[config.mk]
export PLATFORM = sky130hd
export DESIGN_NAME = lut_delay_block
export DESIGN_NICKNAME = d
export VERILOG_FILES = /design/src/rtl/lut_delay_block.sv
export SDC_FILE = /design/constraint.sdc
export NUM_CORES = 1
export LEC_CHECK = 0
export ABC_AREA = 1
export BUFFER_PORTS_ARGS = -buffer_cell sky130_fd_sc_hd__buf_2
export CORE_AREA = 2 2 99 101
export CTS_BUF_LIST = sky130_fd_sc_hd__clkbuf_2
export DETAILED_ROUTE_END_ITERATION = 10
export DIE_AREA = 0 0 101 103
export MAX_ROUTING_LAYER = met4
export PLACE_DENSITY = 0.45
export SYNTH_ARGS = -nofsm -noshare
export SYNTH_HDL_FRONTEND = slang
export SYNTH_SLANG_ARGS = --single-unit
[constraint.sdc]
create_clock -name clk_i -period 4.15 [get_ports clk_i]
set_input_delay 0.415 -clock clk_i [delete_from_list [all_inputs] [get_ports clk_i]]
set_output_delay 0.415 -clock clk_i [all_outputs]
set_load 0.03 [all_outputs]
[src/rtl/lut_delay_block.sv]
// rtl/lut_delay_block.sv - programmable LUT, output mode and primed delay line
// Optional rising-edge counter on OUT_o enabled by LUT_DELAY_EDGE_COUNT_EN.
module lut_delay_block #(
  parameter int NUM_IN = 3,
  parameter int DLY_W  = 5
) (
  input  logic              clk_i,
  input  logic              reset_i,
  input  logic [NUM_IN-1:0] INP_i,
  input  logic [31:0]       FUNC,
  input  logic              FUNC_wstb,
  input  logic [1:0]        MODE,
  input  logic              MODE_wstb,
  input  logic [DLY_W-1:0]  DELAY,
  input  logic              DELAY_wstb,
  output logic              OUT_o,
  output logic              BUSY_o
`ifdef LUT_DELAY_EDGE_COUNT_EN
  ,
  output logic [31:0]       EDGES_o
`endif
);

  localparam int DEPTH = 1 << DLY_W;
  localparam logic [DLY_W-1:0] DLY_ONE = {{(DLY_W-1){1'b0}}, 1'b1};

  localparam logic [1:0] MODE_LEVEL  = 2'd0;
  localparam logic [1:0] MODE_RISE   = 2'd1;
  localparam logic [1:0] MODE_FALL   = 2'd2;
  localparam logic [1:0] MODE_TOGGLE = 2'd3;

  logic             lut_q, lut_d;
  logic             prev_q;
  logic             tog_q, tog_d;
  logic             m_q, m_d;
  logic             out_q, out_d;
  logic             rise, fall;
  logic [DLY_W-1:0] wptr_q;
  logic [DLY_W-1:0] delay_q;
  logic [DLY_W-1:0] prime_q, prime_d;
  logic [DLY_W-1:0] rd_addr;
  logic             mem_q [DEPTH];

  // The table is sampled live; the strobe carries no extra meaning here.
  logic unused_inputs;
  assign unused_inputs = FUNC_wstb ^ (^FUNC);

  assign lut_d = FUNC[INP_i];

  always_comb begin
    rise    = lut_q & ~prev_q;
    fall    = ~lut_q & prev_q;
    tog_d   = tog_q ^ ((MODE == MODE_TOGGLE) & rise);
    m_d     = lut_q;
    case (MODE)
      MODE_LEVEL:  m_d = lut_q;
      MODE_RISE:   m_d = rise;
      MODE_FALL:   m_d = fall;
      MODE_TOGGLE: m_d = tog_d;
      default:     m_d = lut_q;
    endcase
    prime_d = (|prime_q) ? (prime_q - DLY_ONE) : prime_q;
    rd_addr = wptr_q - delay_q;
    // Stale ring entries are hidden until every slot in the window is fresh.
    if (|prime_q)
      out_d = 1'b0;
    else if (delay_q == '0)
      out_d = m_q;
    else
      out_d = mem_q[rd_addr];
  end

  always_ff @(posedge clk_i) begin
    if (reset_i) begin
      lut_q   <= 1'b0;
      prev_q  <= 1'b0;
      tog_q   <= 1'b0;
      m_q     <= 1'b0;
      out_q   <= 1'b0;
      wptr_q  <= '0;
      delay_q <= DELAY;
      prime_q <= DELAY;
    end else begin
      lut_q  <= lut_d;
      prev_q <= lut_q;
      tog_q  <= MODE_wstb ? 1'b0 : tog_d;
      m_q    <= m_d;
      out_q  <= out_d;
      wptr_q <= wptr_q + DLY_ONE;
      if (DELAY_wstb) begin
        delay_q <= DELAY;
        prime_q <= DELAY;
      end else begin
        prime_q <= prime_d;
      end
    end
  end

  always_ff @(posedge clk_i) begin
    mem_q[wptr_q] <= m_q;
  end

  assign OUT_o  = out_q;
  assign BUSY_o = |prime_q;

`ifdef LUT_DELAY_EDGE_COUNT_EN
  logic        out_d1_q;
  logic [31:0] edges_q;

  always_ff @(posedge clk_i) begin
    if (reset_i) begin
      out_d1_q <= 1'b0;
      edges_q  <= '0;
    end else begin
      out_d1_q <= out_q;
      if (out_q & ~out_d1_q & ~(&edges_q))
        edges_q <= edges_q + 32'd1;
    end
  end

  assign EDGES_o = edges_q;
`else
  // default build carries no edge counter
`endif

endmodule

# Word-level counts from Yosys, hierarchy flattened

Memories as Yosys holds them, arrays and structs flattened. A register that Yosys moved wholly into a read port is not among the register bits.
Index checks and enable logic that the tools add are counted.

Bits of input ports: 47
Memories: 1
RAM bits: 32
Bits in registers: 19

Memory list:

| name  | depth | width | rd ports | clocked after memory_dff | wr ports | RTL line | source |
|---|---|---|---|---|---|---|---|
| mem_q | 32    | 1     | 1        | 1                        | 1        | 42       | `logic mem_q [DEPTH];` |

Mux-type cells: 8
Add/sub/neg operators: 3
Equal/unequal tests: 3
Bitwise logic cells: 6
Reductions and logical operators: 6
Order comparisons: 1

Operator list:

| cell                                                       | count |
|---|---|
| 2-to-1 mux 5 bit                                           | 5 |
| less-than comparator 3 x 6 -> 1 bit, second input constant | 1 |
| OR reduction 6 bit                                         | 1 |
| adder 5 x 1 -> 5 bit, second input constant                | 1 |
| OR reduction 5 bit                                         | 1 |
| subtractor 5 x 1 -> 5 bit, second input constant           | 1 |
| subtractor 5 bit                                           | 1 |
| equality test 2 bit, second input constant                 | 2 |
| one-hot mux 1 bit (4 select lines)                         | 1 |
| AND 1 bit                                                  | 3 |
| binary-select mux 1 bit (select 3 bit)                     | 1 |
| nonzero test 3 bit                                         | 1 |
| equality test 2 x 1 -> 1 bit, second input constant        | 1 |
| logical NOT 2 bit                                          | 1 |
| inverter 1 bit                                             | 2 |
| nonzero test 2 bit                                         | 1 |
| OR reduction 2 bit                                         | 1 |
| 2-to-1 mux 1 bit                                           | 1 |
| XOR 1 bit                                                  | 1 |

# Logic depth before layout (Yosys ltp)

Word-level depth: 5
Mapped depth: 14
Gate-level depth less buffers: 14

# Worst setup path after synthesis

OpenSTA, ideal clock, no wires.

Kind: register to register
From: register wptr_q[0]
To: register out_q (netlist: OUT_o), read port of mem_q
Stages on the path, launching flop included: 14
Library setup time: 0.109 ns
Period minus slack after synthesis: 2.051 ns
Arrival time: 1.942 ns
Path slack: 2.099 ns
Cells stage by stage: dfxtp_1 -> inv_1 -> ha_1 -> fa_1 -> buf_2 -> inv_1 -> nand3_1 -> nand3_1 -> nand3_1 -> nand2_1 -> nand2_1 -> nand3_1 -> nand2_1 -> inv_1

Word-level cells in the longest chain between the ends: 1

RTL lines:

| what                   | RTL line | source |
|---|---|---|
| from (decl)            | 38       | `logic [DLY_W-1:0] wptr_q;` |
| from (signal assigned) | 89       | `wptr_q <= wptr_q + DLY_ONE;` |
| subtractor 5 bit       | 63       | `rd_addr = wptr_q - delay_q;` |
| to (decl)              | 36       | `logic out_q, out_d;` |

Every way passes these cells.
A chain may end at the register's enable or synchronous reset.

# Worst setup path in the final report

Ends and elaborated chain as after synthesis.

==> results.yml <==
timing:
  fin_worst_skew_ps: 34.49
  rsz0062_at_grt: "no"
  worst_slew_pin_slew_ps: 1058
  timing.hold.ws_ps: 65.51
  hold_violations: 0
  setup-violations-final: 0
  setup_tns_ps: 0
  slew_headroom: 0.2936
  post-route-period-util: 0.5980
  period_minus_slack_ps: 2482
  drv_slew: 0
  max_freq_mhz: 403.0
setup_path:
  required_ps: 4530
  reg2reg_slack_ps: 1670
  crit_type: "reg -> reg"
  r2r_start: "wptr_q[0]"
  cp_max_fo: 6
  reg2reg_depth: 11
  endpoint: "OUT_o"
  timing.rr.end: "OUT_o"
  crit_path_start_kind: "register"
  endpoint_kind: "register"
  crit_start: "wptr_q[0]"
  critPathArrivalTime_ps: 2860
placement:
  port_buffers: 23
  gp_congestion: 0.7385
  hpwl_um: 4142
clock_network:
  post_cts_buffers: 0
  numClockSinks: 52
  cts_tree: "done"
  clock_path_buffers: 2
  hold_buffers: 0
  ctsResizeCount: 0
  clk_latency_ps: 450
  cts-root-buf: "clkbuf_2"
  htree_num_levels: 2
  cts.clk_slew.worst_paths_ps: 290
  cts_buffers: 5
finish:
  drive_gt1_frac: 0.1073
  diodes: 0
  final_common_cell: "nand2_1"
  n_fill_cell: 1010
  final_cell_mix: "nand2_1 (84), inv_1 (52), nor2_1 (50), edfxtp_1 (42), nand3_1 (33)"
  final_util: 0.3230
  areaGrowthSynthToFinish_pct: 8.775
  fin_nets: 410
synth:
  synthesis.nets: 384
  synth_cell_type_count: 28
  syn_area_um2: 2809
  yosys_warnings: 0
  synth-seq-area-share: 0.5203
  synth_cells: 327
  ys_ff_latch: 52
  syn_avg_cell_area_um2: 8.590
routing:
  drt_iter0_drc: 106
  firstDrtPassIters: 4
  vias_per_cell: 4.453
  antenna_left: 0
  vias: 2084
  drcViolationCount: 0
  drt-total-wl_um: 5975
  avgRoutedWirePerCell_um: 12.77
grt:
  grt_pass1_wl_um: 9929
  grt_usage: 0.1283
  antenna_found_initial: 0
  grt_max_degree: 34
  grt_pass1_vias: 2098
  grt-ovfl-total: 0
hold_path:
  worstHoldPathType: "in -> reg"
power_and_ir_drop:
  powerDensity_nw_per_um2: 367.9
  p_leak_nw: 1.372
  finalPower_mw: 1.124
  max-vdd-ir-drop_mv: 0.1445
die:
  ioPinCount: 49
  rows: 36
  initial_utilization: 0.2970
  coreArea_um2: 9459
  die_y_um: 103
  die_width_um: 101
  die_area_um2: 10400
run_status:
  status: "completed"
flow_run:
  maxCapViolations: 0
==> metrics by stage <==
step	setup WS, ps	cell area [um2]	cells
2_1_floorplan	2099	2809	327
3_3_place_gp	1732	2988	460
3_5_place_dp	1714	2988	460
4_1_cts	1644	3055	468
5_1_grt	1448	3055	468
6_report	1668	3055	468
==> worst min-delay path by stage <==
stage | start | end | cells past startpoint
after global routing | MODE_wstb | tog_q | 2
final | MODE_wstb | tog_q | 2
after CTS | MODE_wstb | tog_q | 2
after detailed placement | lut_q | m_q | 2
after floorplan | wptr_q[0] | wptr_q[0] | 1
after global placement | lut_q | m_q | 2
==> cells in the mapped netlist <==
cell type / n / share of area
or2_2: 1 / 0.0022
nand4_1: 1 / 0.0022
edfxtp_1: 42 / 0.45
xor2_1: 2 / 0.0062
bufbuf_16: 2 / 0.023
nor2_2: 2 / 0.0045
a21oi_1: 6 / 0.011
a21o_1: 1 / 0.0027
mux2i_1: 1 / 0.0036
o21ai_0: 11 / 0.020
o32ai_1: 1 / 0.0031
nand2_1: 84 / 0.11
nor2_1: 50 / 0.067
clkinv_1: 1 / 0.0013
ha_1: 9 / 0.040
buf_6: 1 / 0.0040
nand3b_1: 2 / 0.0053
buf_4: 1 / 0.0027
nor3_1: 3 / 0.0053
xnor2_1: 5 / 0.016
nand3_1: 33 / 0.059
dfxtp_1: 10 / 0.071
xor2_2: 1 / 0.0058
buf_2: 2 / 0.0036
a31oi_1: 1 / 0.0022
fa_1: 1 / 0.0071
inv_2: 1 / 0.0013
inv_1: 52 / 0.069
==> cells by family after synthesis <==
group                    count (synthesis)  synth area share
AO/OA/AOI/OAI                           20           0.03831
XOR/XNOR                                 8           0.02762
adder cells (fa/ha/maj)                 10           0.04722
buffers and inverters                   60            0.1056
flip-flops                              52            0.5203
multiplexers                             1          0.003564
AND/OR/NAND/NOR                        176            0.2575
==> layer usage <==
metal  wire, um  GRT usage  vias up  share of wire
met3        151    0.02102        8          0.025
met1       2930     0.1599      957           0.49
met5          0          -        -              0
met4        105    0.04366        0          0.018
li1           -          -     1087              -
met2       2787     0.2128       32           0.47
==> state kept, by name, summed over array words and instances (netlist names) <==
register	cells
delay_q	5
prev_q	1
wptr_q	5
tog_q	1
prime_q	5
mem_q	32
OUT_o	1
m_q	1
lut_q	1
==> layout make-up <==
type / count / area [um2] / area share
repair buffers: 25 / 130.1 / 0.04259
multi-input cells: 215 / 1051 / 0.3440
flip-flops and latches: 52 / 1461 / 0.4783
clock inverters: 3 / 42.54 / 0.01392
clock buffers: 5 / 25.02 / 0.008190
inverters: 54 / 202.7 / 0.06634
well taps: 114 / 142.6 / 0.04668
==> critical path, stage by stage (launching register included) <==
cell and delay (ps):
dfxtp_1 520, inv_1 120, ha_1 240, fa_1 480, xnor2_1 500, nand3_1 170
nand3_1 120, nand2_1 70, nand2_1 60, nand3_1 60, nand2_1 50, inv_1 30
==> report_power, final <==
| group | leakage (nW) | total [mW] | switching, mW | internal [mW] |
|---|---|---|---|---|
| logic | 0.851 | 0.250 | 0.162 | 0.0872 |
| clock network | 0.0390 | 0.272 | 0.171 | 0.100 |
| registers | 0.482 | 0.603 | 0.0179 | 0.585 |
| total | 1.37 | 1.12 | 0.351 | 0.772 |
Power figures use the tool's default switching activity.
